<file path="src/rtl/sub16_pkg.sv">
// Shared types and cell primitives for the 16-bit pipelined subtractor.
// Kogge-Stone black/gray cells live here so adder and subtractor agree.
package sub16_pkg;

    localparam int SUB_W    = 16;
    localparam int SUB_LVLS = 4;

    // Stage-1 bundle: propagate/generate plus what the flags need later
    typedef struct packed {
        logic [SUB_W-1:0] p;
        logic [SUB_W-1:0] g;
        logic             cin;
        logic             sdiff;
        logic             a_msb;
    } s1_t;

    // Black cell returns {G, P} of the merged group
    function automatic logic [1:0] black_cell(
        input logic gik,
        input logic pik,
        input logic gk1j,
        input logic pk1j
    );
        return {gik | (pik & gk1j), pik & pk1j};
    endfunction

    // Gray cell: lower group already resolved, only G matters
    function automatic logic gray_cell(
        input logic gik,
        input logic pik,
        input logic gk1j
    );
        return gik | (pik & gk1j);
    endfunction

endpackage

</file>
<file path="src/rtl/ks16_prefix.sv">
// Four-level Kogge-Stone carry network with carry-in at position -1.
// Position 0 of the internal vectors holds cin; position k+1 holds bit k.
module ks16_prefix
    import sub16_pkg::*;
(
    input  logic [SUB_W-1:0] p_i,
    input  logic [SUB_W-1:0] g_i,
    input  logic             cin_i,
    output logic [SUB_W-1:0] c_o,
    output logic             cout_o
);

    logic [SUB_W-1:0] gl;
    logic [SUB_W-1:0] pl;
    logic [SUB_W-1:0] gn;
    logic [SUB_W-1:0] pn;

    // Prefix levels with span 1,2,4,8; gray cells once the group reaches cin
    always_comb begin
        gl = {g_i[SUB_W-2:0], cin_i};
        pl = {p_i[SUB_W-2:0], 1'b0};
        gn = gl;
        pn = pl;
        for (int l = 0; l < SUB_LVLS; l++) begin
            gn = gl;
            pn = pl;
            for (int j = 1; j < SUB_W; j++) begin
                if (j >= (1 << l)) begin
                    if (j < (2 << l)) begin
                        gn[j] = gray_cell(gl[j], pl[j], gl[j-(1<<l)]);
                    end else begin
                        {gn[j], pn[j]} = black_cell(gl[j], pl[j],
                                                    gl[j-(1<<l)],
                                                    pl[j-(1<<l)]);
                    end
                end
            end
            gl = gn;
            pl = pn;
        end
    end

    assign c_o    = gl;
    assign cout_o = g_i[SUB_W-1] | (p_i[SUB_W-1] & gl[SUB_W-1]);

endmodule

</file>
<file path="src/rtl/sub16_pipe.sv">
// Two-stage a - b - bin with valid/ready on both sides.
// Subtraction is a + ~b + ~bin through the Kogge-Stone prefix network.
module sub16_pipe
    import sub16_pkg::*;
#(
    parameter int W = SUB_W
) (
    input  logic         clk,
    input  logic         rst,
    input  logic         in_valid,
    output logic         in_ready,
    input  logic [W-1:0] a,
    input  logic [W-1:0] b,
    input  logic         bin,
    output logic         out_valid,
    input  logic         out_ready,
    output logic [W-1:0] diff,
    output logic         bout,
    output logic         zero,
    output logic         ovf
);

    s1_t          s1_d;
    s1_t          s1_q;
    logic         v1_q;
    logic         v2_q;
    logic [W-1:0] c;
    logic         cout;
    logic         s2_en;
    logic [W-1:0] diff_d;
    logic [W-1:0] diff_q;
    logic         bout_d;
    logic         bout_q;
    logic         zero_d;
    logic         zero_q;
    logic         ovf_d;
    logic         ovf_q;

    assign s2_en    = ~v2_q | out_ready;
    assign in_ready = ~v1_q | s2_en;

    // PG generation on the inverted subtrahend
    always_comb begin
        s1_d       = '0;
        s1_d.p     = a ^ ~b;
        s1_d.g     = a & ~b;
        s1_d.cin   = ~bin;
        s1_d.sdiff = a[W-1] ^ b[W-1];
        s1_d.a_msb = a[W-1];
    end

    ks16_prefix u_prefix (
        .p_i    (s1_q.p),
        .g_i    (s1_q.g),
        .cin_i  (s1_q.cin),
        .c_o    (c),
        .cout_o (cout)
    );

    // Sum and flags from the stage-1 contents
    always_comb begin
        diff_d = s1_q.p ^ c;
        bout_d = ~cout;
        zero_d = ~|diff_d;
        ovf_d  = s1_q.sdiff & (diff_d[W-1] ^ s1_q.a_msb);
    end

    // Pipeline registers; data only moves with a valid beat
    always_ff @(posedge clk) begin
        if (rst) begin
            v1_q   <= 1'b0;
            v2_q   <= 1'b0;
            s1_q   <= '0;
            diff_q <= '0;
            bout_q <= 1'b0;
            zero_q <= 1'b0;
            ovf_q  <= 1'b0;
        end else begin
            if (s2_en) begin
                v2_q <= v1_q;
            end
            if (s2_en && v1_q) begin
                diff_q <= diff_d;
                bout_q <= bout_d;
                zero_q <= zero_d;
                ovf_q  <= ovf_d;
            end
            if (in_ready) begin
                v1_q <= in_valid;
            end
            if (in_ready && in_valid) begin
                s1_q <= s1_d;
            end
        end
    end

    assign out_valid = v2_q;
    assign diff      = diff_q;
    assign bout      = bout_q;
    assign zero      = zero_q;
    assign ovf       = ovf_q;

endmodule

</file>
<file path="config.mk">
export PLATFORM = sky130hd
export DESIGN_NAME = sub16_pipe
export DESIGN_NICKNAME = d
export VERILOG_FILES = /design/src/rtl/sub16_pkg.sv /design/src/rtl/ks16_prefix.sv /design/src/rtl/sub16_pipe.sv
export SDC_FILE = /design/constraint.sdc
export NUM_CORES = 1
export LEC_CHECK = 0
export ABC_CLOCK_PERIOD_IN_PS = 8600
export BUFFER_PORTS_ARGS = -buffer_cell sky130_fd_sc_hd__buf_2
export CORE_MARGIN = 1.5
export CORE_UTILIZATION = 59
export CTS_CLUSTER_DIAMETER = 60
export DETAILED_ROUTE_END_ITERATION = 8
export GPL_TIMING_DRIVEN = 0
export PLACE_DENSITY = 0.83
export SETUP_SLACK_MARGIN = 0.02
export SYNTH_ARGS = -nofsm -noshare
export SYNTH_HDL_FRONTEND = slang
export SYNTH_SLANG_ARGS = --single-unit
</file>
<file path="constraint.sdc">
create_clock -name clk -period 8.6 [get_ports clk]
set_input_delay 1.29 -clock clk [delete_from_list [all_inputs] [get_ports clk]]
set_output_delay 1.29 -clock clk [all_outputs]
set_load 0.01 [all_outputs]
</file>
# Word-level counts from Yosys, hierarchy flattened
# Index checks and enable logic that the tools add are counted.
[op_classes]
bitwise_logic = 147
reduce_logical = 4
[ops]
columns = ["operator", "count"]
rows = [
  ["bitwise AND 1 bit", 85],
  ["OR 1 bit", 52],
  ["XOR 16 bit", 2],
  ["bitwise AND 16 bit", 1],
  ["NOT 16 bit", 1],
  ["OR reduction 16 bit", 1],
  ["NOT 1 bit", 4],
  ["logical AND 1 bit", 2],
  ["XOR 1 bit", 2],
  ["logical NOT 1 bit", 1],
]
[totals]
out_inout_bits = 21
reg_bits = 56
wordCells = 162

# Depth between registers and ports, before layout
# Gate-level depths: netlist (run 1).
[depth]
ltp_word = 11
depth_mapped = 15
mapped_depth_nobuf = 15

# Hierarchy
# A second synthesis (run 1) with hierarchy kept.
[unflattened]
cells_unflattened = 344
hier_area_um2 = 2857.7
[modules_own_cells]
columns = ["mod", "seq_area_each_um2", "n_inst", "area_per_inst_um2", "cells_per_inst"]
rows = [
  ["sub16_pipe", 1121.1, 1, 2496.1, 281],
  ["ks16_prefix", 0.0, 1, 361.6, 63],
]

# Least setup slack after synthesis (run 1)
# Ideal clock, no wire load.
[synth_path]
path_type = "input to output"
start = "in out_ready"
end = "out in_ready"
n_path_buf = 0
stages = 2
arrival_time_ns = 1.579
setup_slack_ns = 5.731
required_time_ns = 7.310
path_cell_list = "nor2b_1 -> nand2_1"
[synth_between]
elab_chain_cells = 2
[synth_rtl]
columns = ["item", "line_no", "rtl"]
rows = [
  ["start: declaration", "sub16_pipe.sv:16", "input logic out_ready,"],
  ["OR 1 bit", "sub16_pipe.sv:39", "assign s2_en = ~v2_q | out_ready;"],
  ["OR 1 bit", "sub16_pipe.sv:40", "assign in_ready = ~v1_q | s2_en;"],
  ["end: declaration", "sub16_pipe.sv:11", "output logic in_ready,"],
]
# No other way between the ends.

# Worst setup path after layout (run 1)
[layout_path]
start = "reg s1_q[19] (netlist name)"
end = "reg zero_q (netlist: zero)"
[layout_between]
elab_chain_cells = 11
word_cells_on_any_way = 36
cone_classes = "bitwise: 34; reduce/logical: 2"
[layout_rtl]
columns = ["item", "line_no", "rtl"]
rows = [
  ["start: declaration", "sub16_pipe.sv:24", "s1_t s1_q;"],
  ["start signal: assignment", "sub16_pipe.sv:73", "s1_q <= '0;"],
  ["start signal: assignment", "sub16_pipe.sv:92", "s1_q <= s1_d;"],
  ["bitwise AND 1 bit", "-", ""],
  ["OR 1 bit", "sub16_pkg.sv:33", "return gik | (pik & gk1j);"],
  ["bitwise AND 1 bit", "sub16_pkg.sv:33", ""],
  ["OR 1 bit", "sub16_pkg.sv:33", ""],
  ["bitwise AND 1 bit", "sub16_pkg.sv:33", ""],
  ["OR 1 bit", "sub16_pkg.sv:33", ""],
  ["bitwise AND 1 bit", "sub16_pkg.sv:33", ""],
  ["OR 1 bit", "-", ""],
  ["XOR 16 bit", "sub16_pipe.sv:62", "diff_d = s1_q.p ^ c;"],
  ["net diff_d[15]", "sub16_pipe.sv:30", "logic [W-1:0] diff_d;"],
  ["OR reduction 16 bit", "sub16_pipe.sv:64", "zero_d = ~|diff_d;"],
  ["logical NOT 1 bit", "sub16_pipe.sv:64", ""],
  ["end signal: assignment", "sub16_pipe.sv:85", "zero_q <= zero_d;"],
  ["end: declaration", "sub16_pipe.sv:35", "logic zero_q;"],
]
# The timed path passes the listed nets, and every way through them passes these cells.
# A chain may end at the register's enable or synchronous reset.

==> metrics.md, run 1 <==
| Metric | Value |
|---|---|
| Crit end category | flop |
| Worst setup path start | s1_q[19]$_SDFFE_PP0P_ |
| Leading area contributor after synthesis | dfxtp_1 |
| Sequential area share after synthesis | 37.60% |
| Via-per-instance ratio | 5.453 |
| CP Max Fanout | 4 |
| R2R depth | 15 |
| Max Cap Violations | 0 |
| Final Core Density | 72.03% |
| Status | complete, no violations |
| RD Place Congestion | 0.8710 |
| DRT iter0 DRCs | 181 |
| Required time of the worst setup path | 8850 ps |
| Netlist cell types | 51 |
| Initial antenna violation count | 0 |
| Critical path type | flop to flop |
| Diodes inserted | 0 |
| Critical path startpoint category | flop |
| RSZ-0062 raised after global routing | false |
| Post-synth EDFFs | 0 |
| DR WL/cell | 13.51 microns |
| Detailed Place HPWL | 5353 microns |
| Top Ports | 58 |
| Critical R2R Launch | s1_q[19]$_SDFFE_PP0P_ |
| Clock-pin slew on the worst setup and hold paths | 100 ps |
| H-tree Lvls | 2 |
| CTS tree | done |
| Post-cts resize count | 0 |
| Finished Layout Cells | 517 |
| Global route overflow | 0 |
| R2R Path End | zero$_SDFFE_PP0P_ |
| Area growth from synthesis to layout | 15.61% |
| Root Driver | clkbuf_8 |
| Top-count cell post-synth | nand2_1 |
| Final setup violation count | 0 |
| Worst-path cell chain | ha_1 > o211ai_1 > a21oi_1 > o21bai_2 > a31o_2 > a21oi_2 > o21ai_1 > nand2b_1 > ha_1 > nor3_1 > o2111a_1 > o2111ai_1 > a2111oi_2 > o2111ai_1 > o21ai_1 |
| Crit path buffers/inverters | 0 |
| Crit share post-route | 38.82% |
| Clk pwr share | 29.2% |
| Row count | 25 |
| Clock Skew | 2.056 ps |
| Ys flop type | dfxtp_1 |
| Post-route antenna net violation count | 0 |
| Comb power frac | 16.9% |
| Worst skew pair latency | 310 ps |
| Die extent in x | 74.09 microns |
| # clock sinks | 56 |
| Initial Utilization | 62.30% |
| Postcts setup bufs | 0 |
| WP data arrival | 3590 ps |
| Hold Path Class | flop to flop |
| Synth cell count leaders | nand2_1, a21oi_1, dfxtp_1 |
| Avg Synthesized Cell Area | 7.744 sq um |
| Leakage | 1.545 nW |
| DP Cell Count | 509 |
| Layout Nets | 504 |
| Slew Limit Fails | 0 |
| Yosys reg bits | 56 |
| Detailed-route DRC error count | 0 |
| Hold_sp | diff[8]$_SDFFE_PP0P_ |
| WP depth | 15 |
| CTS Hold Buffers Added | 0 |
| Ys async rst share | 0% |
| P_sw | 0.1533 mW |
| Top-area cell type share of the netlist area | 37.60% |
| Sequential Power Share | 53.9% |
| Worst setup path end | zero$_SDFFE_PP0P_ |
| Port Buffers | 57 |
| CP peak stage delay | 420 ps |
| Synth top area cells | dfxtp_1, nand2_1, a21oi_1 |
| Worst slew margin | 58.73% |
| Layout cells sized above 1 | 19.56% |
| Sw Ratio | 28.88% |
| Pin count of the biggest net entering global routing | 18 |
| Die ar. | 5489 sq um |
| Vias in the first global route | 2,507 |
| Cell Area, Synth | 2982 sq um |
| Slowest-stage cell, CP | dfxtp_1 |
| Max VDD drop | 121.3 uV |
| Routed WL | 6983 microns |
| First-pass GRT wire length | 11,370 microns |
| CTS Buf Count | 5 |
| First-pass DRT Iterations | 5 |
| Period minus WS final | 3339 ps |
| Slew at the pin closest to its max-slew limit | 611.3 ps |
| Fmax | 299.5 MHz |
| Via count | 2,819 |
| Core ar. | 4786 sq um |
| Setup TNS | 0 ps |
| Endpoints failing hold | 0 |
| Max Root-Sink Buffers | 2 |
| Internal | 0.3773 mW |
| Post-Syn Instances | 385 |
| Die Span Y | 74.09 microns |
| Synthesized net count | 440 |
| Tot GR Track Use | 26.95% |
| Pwr/cell area | 153.9 nW/um^2 |
| Ys Warns | 0 |
| Worst R2R Setup Slack | 5260 ps |
| CP delay by family, top | compound AO/OA/AOI/OAI gates |
==> sequential cells by signal, indices dropped and copies added (netlist names) <==
| name | count |
|---|---|
| v1_q | 1 |
| bout | 1 |
| s1_q | 35 |
| ovf | 1 |
| zero | 1 |
| diff | 16 |
| out_valid | 1 |
==> worst register-to-register path, stage by stage (launching register included) <==
cell and delay, ps:
dfxtp_1 420, ha_1 190, o211ai_1 110, a21oi_1 320, o21bai_2 140, a31o_2 260
a21oi_2 210, o21ai_1 110, nand2b_1 90, ha_1 270, nor3_1 200, o2111a_1 210
o2111ai_1 150, a2111oi_2 280, o2111ai_1 170, o21ai_1 150
==> power by group through the flow <==
stage / clock network, mW / registers (mW) / logic [mW]
after floorplan: 0 / 0.290 / 0.0602
after global placement: 0 / 0.291 / 0.0858
after detailed placement: 0 / 0.292 / 0.0887
after CTS: 0.157 / 0.286 / 0.0895
after global routing: 0.166 / 0.288 / 0.101
final: 0.155 / 0.286 / 0.0894
==> placed cells by master, fill, tap and decap left out, types with 2 or more instances in the layout <==
| cell | Yosys | final |
|---|---|---|
| nand2_1 | 92 | 92 |
| buf_2 | 2 | 59 |
| a21oi_1 | 56 | 56 |
| dfxtp_1 | 56 | 56 |
| nor2_1 | 27 | 27 |
| inv_1 | 20 | 20 |
| ha_1 | 18 | 18 |
| clkbuf_1 | 13 | 13 |
| nor3_1 | 13 | 13 |
| clkbuf_8 | 2 | 8 |
| nand3_1 | 6 | 6 |
| o21ai_1 | 6 | 6 |
| o21ai_0 | 5 | 5 |
| nor4_1 | 4 | 4 |
| a211oi_1 | 4 | 4 |
| buf_6 | 3 | 3 |
| a21o_1 | 3 | 3 |
| nor2b_1 | 3 | 3 |
| a2111oi_2 | 3 | 3 |
| xor2_1 | 3 | 3 |
| or3_1 | 3 | 3 |
| o211ai_1 | 2 | 2 |
| and2_1 | 2 | 2 |
| a31oi_1 | 2 | 2 |
| nand2b_1 | 2 | 2 |
| or2_1 | 2 | 2 |
| a21o_2 | 2 | 2 |
| and3_4 | 2 | 2 |
| and2_2 | 2 | 2 |
| xnor2_1 | 2 | 2 |
| o21a_1 | 2 | 2 |
| and3_1 | 2 | 2 |
| o2111ai_1 | 2 | 2 |
| nand3b_1 | 2 | 2 |
==> cell type report <==
type                            instances  area, sq um
Multi-Input combinational cell        289         1665
Fill cell                             420         1339
Sequential cell                        56         1121
Timing Repair Buffer                   57        285.3
Buffer                                 20        120.1
Tap cell                               67        83.83
Clock buffer                            6        82.58
Inverter                               20        75.07
Clock inverter                          2        13.76
==> layer usage <==
metal / up-vias / wire length [microns] / global-route usage [%]
met3: 12 / 464 / 3.794
met4: 0 / 122 / 10.70
met2: 98 / 3225 / 43.95
met1: 1255 / 3170 / 36.03
met5: - / 0 / 0
li1: 1454 / - / -
==> kinds of logic after synthesis <==
family | Yosys count | share of synthesized area [%]
and+or+nand+nor | 165 | 24.55
AOI/OAI and AO/OA | 101 | 22.28
DFF | 56 | 37.60
buffers and inverters | 40 | 6.546
adders and majority gates | 18 | 7.554
xor gates and xnor gates | 5 | 1.469
==> worst min path at each step <==
stage / endpoint / slack [ps] / cells after the start
finish: diff[8]$_SDFFE_PP0P_ / 450 / 2
global route: diff[14]$_SDFFE_PP0P_ / 470 / 2
CTS: diff[8]$_SDFFE_PP0P_ / 460 / 2
detailed placement: diff[8]$_SDFFE_PP0P_ / 440 / 2
global placement: diff[7]$_SDFFE_PP0P_ / 440 / 2
floorplan: s1_q[17]$_SDFFE_PP0P_ / 430 / 2
==> through the flow <==
stage | setup slack [ps] | hold slack [ps] | instance area, sq um | power [mW]
after floorplan | 5731 | 431.2 | 2982 | 0.3499
after global placement | 5416 | 439.3 | 3351 | 0.3765
after detailed placement | 5325 | 443.3 | 3351 | 0.3803
after CTS | 5273 | 457.3 | 3447 | 0.5323
after global routing | 4912 | 474.7 | 3447 | 0.5556
final | 5261 | 454.6 | 3447 | 0.5306
(Power assumes the default switching activity.)
==> run 2, diff against run 1 <==
- ABC_AREA: default -> 1
- ABC_CLOCK_PERIOD_IN_PS: 8600 -> 3500
- CORE_UTILIZATION: 59 -> 55
- PLACE_DENSITY: 0.83 -> 0.78
- clock period: 8.6 -> 3.5 ns (I/O delays scaled with it)
==> run 2 against run 1 <==
Effect of this change: sequential power grew to 2.5 times the previous value; via count up 11%; first-iteration DRC count increased by 57%; clock skew grew 4.9 ps; fmax up 27%; sequential share of layout area down 0.61 points; critical path type unchanged; largest power group unchanged.
==> metrics.md, run 2 <==
| Metric | Value |
|---|---|
| Status | complete, no violations (unchanged) |
| Post-synth EDFFs | 0 (unchanged) |
| Initial Utilization | 58.27% (was 62.30%) |
| Max FFs per register | 35 (unchanged) |
| Via count | 3,117 (was 2,819) |
| Sw Ratio | 31.75% (was 28.88%) |
| R2R depth | 19 (was 15) |
| Hold Slack | 394.7 ps (was 454.6 ps) |
| Post-cts resize count | 0 (unchanged) |
| Synthesized net count | 518 (was 440) |
| Vias in the first global route | 2,798 (was 2,507) |
| Post-Syn Instances | 463 (was 385) |
| Die Span Y | 77.49 microns (was 74.09 microns) |
| Ys flop type | dfxtp_1 (unchanged) |
| Diodes inserted | 0 (unchanged) |
| Area growth from synthesis to layout | 15.13% (was 15.61%) |
| DP Cell Count | 590 (was 509) |
| Hold Path Class | primary input to flop (was flop to flop) |
| Final setup violation count | 0 (unchanged) |
| Endpoints failing hold | 0 (unchanged) |
| First-pass GRT wire length | 12,720 microns (was 11,370 microns) |
| Yosys reg bits | 56 (unchanged) |
| RSZ-0062 raised after global routing | false (unchanged) |
| Clk pwr share | 26.2% (was 29.2%) |
| DR WL/cell | 12.82 microns (was 13.51 microns) |
| Top Ports | 58 (unchanged) |
| Avg Synthesized Cell Area | 6.591 sq um (was 7.744 sq um) |
| Top-area cell type share of the netlist area | 36.74% (was 37.60%) |
| Setup TNS | 0 ps (unchanged) |
| Dpl cell area | 3425 sq um (was 3351 sq um) |
| Max VDD drop | 249.1 uV (was 121.3 uV) |
| Cell Area, Synth | 3052 sq um (was 2982 sq um) |
| Top-count cell post-synth | nand2_1 (unchanged) |
| DRT iter0 DRCs | 284 (was 181) |
| Period minus WS final | 2627 ps (was 3339 ps) |
| Critical path startpoint category | flop (unchanged) |
| Finished Layout Cells | 598 (was 517) |
| Core ar. | 5238 sq um (was 4786 sq um) |
| Via-per-instance ratio | 5.212 (was 5.453) |
| Reg with most FFs | s1_q (unchanged) |
| Die extent in x | 77.49 microns (was 74.09 microns) |
| Routed WL | 7665 microns (was 6983 microns) |
| Root Driver | clkbuf_8 (unchanged) |
| Initial antenna violation count | 0 (unchanged) |
| Crit end category | flop (unchanged) |
| Sequential Power Share | 52.9% (was 53.9%) |
| Final Instance Area | 3513 sq um (was 3447 sq um) |
| Clock Skew | 7.004 ps (was 2.056 ps) |
| Commonest non-fill, non-tap cell in the layout | nand2_1 (unchanged) |
| Global route overflow | 0 (unchanged) |
| Layout Nets | 582 (was 504) |
| Crit share post-route | 75.05% (was 38.82%) |
| Tot GR Track Use | 26.57% (was 26.95%) |
| WP data arrival | 2870 ps (was 3590 ps) |
| Detailed Place HPWL | 6035 microns (was 5353 microns) |
| Layout cells sized above 1 | 14.39% (was 19.56%) |
| RD Place Congestion | 0.8598 (was 0.8710) |
| First-pass DRT Iterations | 5 (unchanged) |
| CP Max Fanout | 5 (was 4) |
| Critical R2R Launch | s1_q[19]$_SDFFE_PP0P_ (unchanged) |
| Port Buffers | 57 (unchanged) |
| Slew at the pin closest to its max-slew limit | 620.8 ps (was 611.3 ps) |
| Netlist cell types | 21 (was 51) |
| Synth cell count leaders | nand2_1, inv_1, dfxtp_1 (was nand2_1, a21oi_1, dfxtp_1) |
| Leakage | 1.894 nW (was 1.545 nW) |
| Pin count of the biggest net entering global routing | 18 (unchanged) |
| Worst setup path start | s1_q[19]$_SDFFE_PP0P_ (unchanged) |
| Leading area contributor after synthesis | dfxtp_1 (unchanged) |
| Ys async rst share | 0% (unchanged) |
| Most frequent cells in the layout | nand2_1, inv_1, buf_2 (was nand2_1, buf_2, a21oi_1, dfxtp_1, nor2_1) |
| Slew Limit Fails | 0 (unchanged) |
| Row count | 26 (was 25) |
| Max Root-Sink Buffers | 2 (unchanged) |
| Die ar. | 6005 sq um (was 5489 sq um) |
| Synth top area cells | dfxtp_1, nand2_1, inv_1 (was dfxtp_1, nand2_1, a21oi_1) |
| CTS Buf Count | 5 (unchanged) |
| Critical path type | flop to flop (unchanged) |
| P_sw | 0.4345 mW (was 0.1533 mW) |
| # clock sinks | 56 (unchanged) |
| Sequential area share after synthesis | 36.74% (was 37.60%) |
| Clock-pin slew on the worst setup and hold paths | 100 ps (about the same) |
| CTS Hold Buffers Added | 0 (unchanged) |
| Internal | 0.9341 mW (was 0.3773 mW) |
| Fmax | 380.7 MHz (was 299.5 MHz) |
| Max Cap Violations | 0 (unchanged) |
| Worst slew margin | 58.61% (was 58.73%) |
| H-tree Lvls | 2 (unchanged) |
| Postcts setup bufs | 0 (unchanged) |
| Pwr/cell area | 389.5 nW/um^2 (was 153.9 nW/um^2) |
| Ys Warns | 0 (unchanged) |
| Worst skew pair latency | 310 ps (about the same) |
| CTS tree | done (unchanged) |
| Comb power frac | 20.8% (was 16.9%) |
| Post-route antenna net violation count | 0 (unchanged) |
| Worst setup path end | zero$_SDFFE_PP0P_ (unchanged) |
| Worst R2R Setup Slack | 870 ps (was 5260 ps) |
| Required time of the worst setup path | 3740 ps (was 8850 ps) |
| R2R Path End | zero$_SDFFE_PP0P_ (unchanged) |
| Detailed-route DRC error count | 0 (unchanged) |
-- run 2: layout make-up --
| cell class | count | area, sq um |
|---|---|---|
| multi-input cells | 315 | 1582 |
| well taps | 70 | 87.58 |
| clock inverters | 2 | 16.27 |
| repair buffers | 57 | 285.3 |
| plain buffers | 15 | 60.06 |
| fillers | 514 | 1724 |
| clock buffers | 6 | 72.57 |
| inverters | 77 | 289.0 |
| flip-flops and latches | 56 | 1121 |
-- run 2: cells by family (layout without fill, tap and decap cells) --
family,Yosys count,after routing,synth area share [%]
flip-flops,56,56,36.74
AND/OR/NAND/NOR,197,197,26.90
buffers and inverters,92,157,11.44
AO/OA/AOI/OAI,100,100,17.55
adder cells (fa/ha/maj),18,18,7.380
-- run 2: worst min-delay path by stage --
stage | start | endpoint | cells past startpoint | slack, ps
2_1_floorplan | s1_q[16]$_SDFFE_PP0P_ | s1_q[16]$_SDFFE_PP0P_ | 2 | 440
3_3_place_gp | s1_q[0]$_SDFFE_PP0P_ | s1_q[0]$_SDFFE_PP0P_ | 2 | 460
3_5_place_dp | s1_q[1]$_SDFFE_PP0P_ | s1_q[1]$_SDFFE_PP0P_ | 2 | 460
4_1_cts | bin | s1_q[2]$_SDFFE_PP0P_ | 2 | 380
5_1_grt | bin | s1_q[2]$_SDFFE_PP0P_ | 2 | 380
6_report | bin | s1_q[2]$_SDFFE_PP0P_ | 2 | 390
-- run 2: worst max-delay path: stages (launching register included) --
cell	delay, ps
dfxtp_1	360
ha_1	210
inv_1	80
nand2_1	120
nand2_1	110
nand2_1	80
nand2_1	100
nand2_1	80
a21oi_1	140
o21bai_1	80
ha_1	290
inv_1	140
nand3_1	90
nor2_1	80
nand3_1	80
nor2_1	80
nand3_1	110
nor2_1	100
nand3_1	80
a21oi_2	130
-- run 2: metal layers --
metal | part of all wire [%] | track usage [%] | vias up
met4 | 2.5 | 9.636 | 0
li1 | - | - | 1603
met2 | 45 | 42.72 | 117
met3 | 6.4 | 2.941 | 16
met5 | 0 | 0 | -
met1 | 46 | 36.75 | 1381
-- run 2: per-stage QoR --
stage	setup slack (ps)	power (mW)	utilization, %
final	873.3	1.369	67.08
after global routing	672.3	1.447	67.08
after CTS	908.9	1.377	67.08
after detailed placement	949.0	1.019	65.38
after global placement	987.5	1.011	65.38
after floorplan	1336	0.9172	-
-- run 2: power by group through the flow --
stage	clock, mW	combinational [mW]	sequential, mW
3_5_place_dp	0	0.281	0.738
2_1_floorplan	0	0.179	0.738
3_3_place_gp	0	0.274	0.737
6_report	0.359	0.285	0.724
4_1_cts	0.370	0.283	0.724
5_1_grt	0.392	0.324	0.731
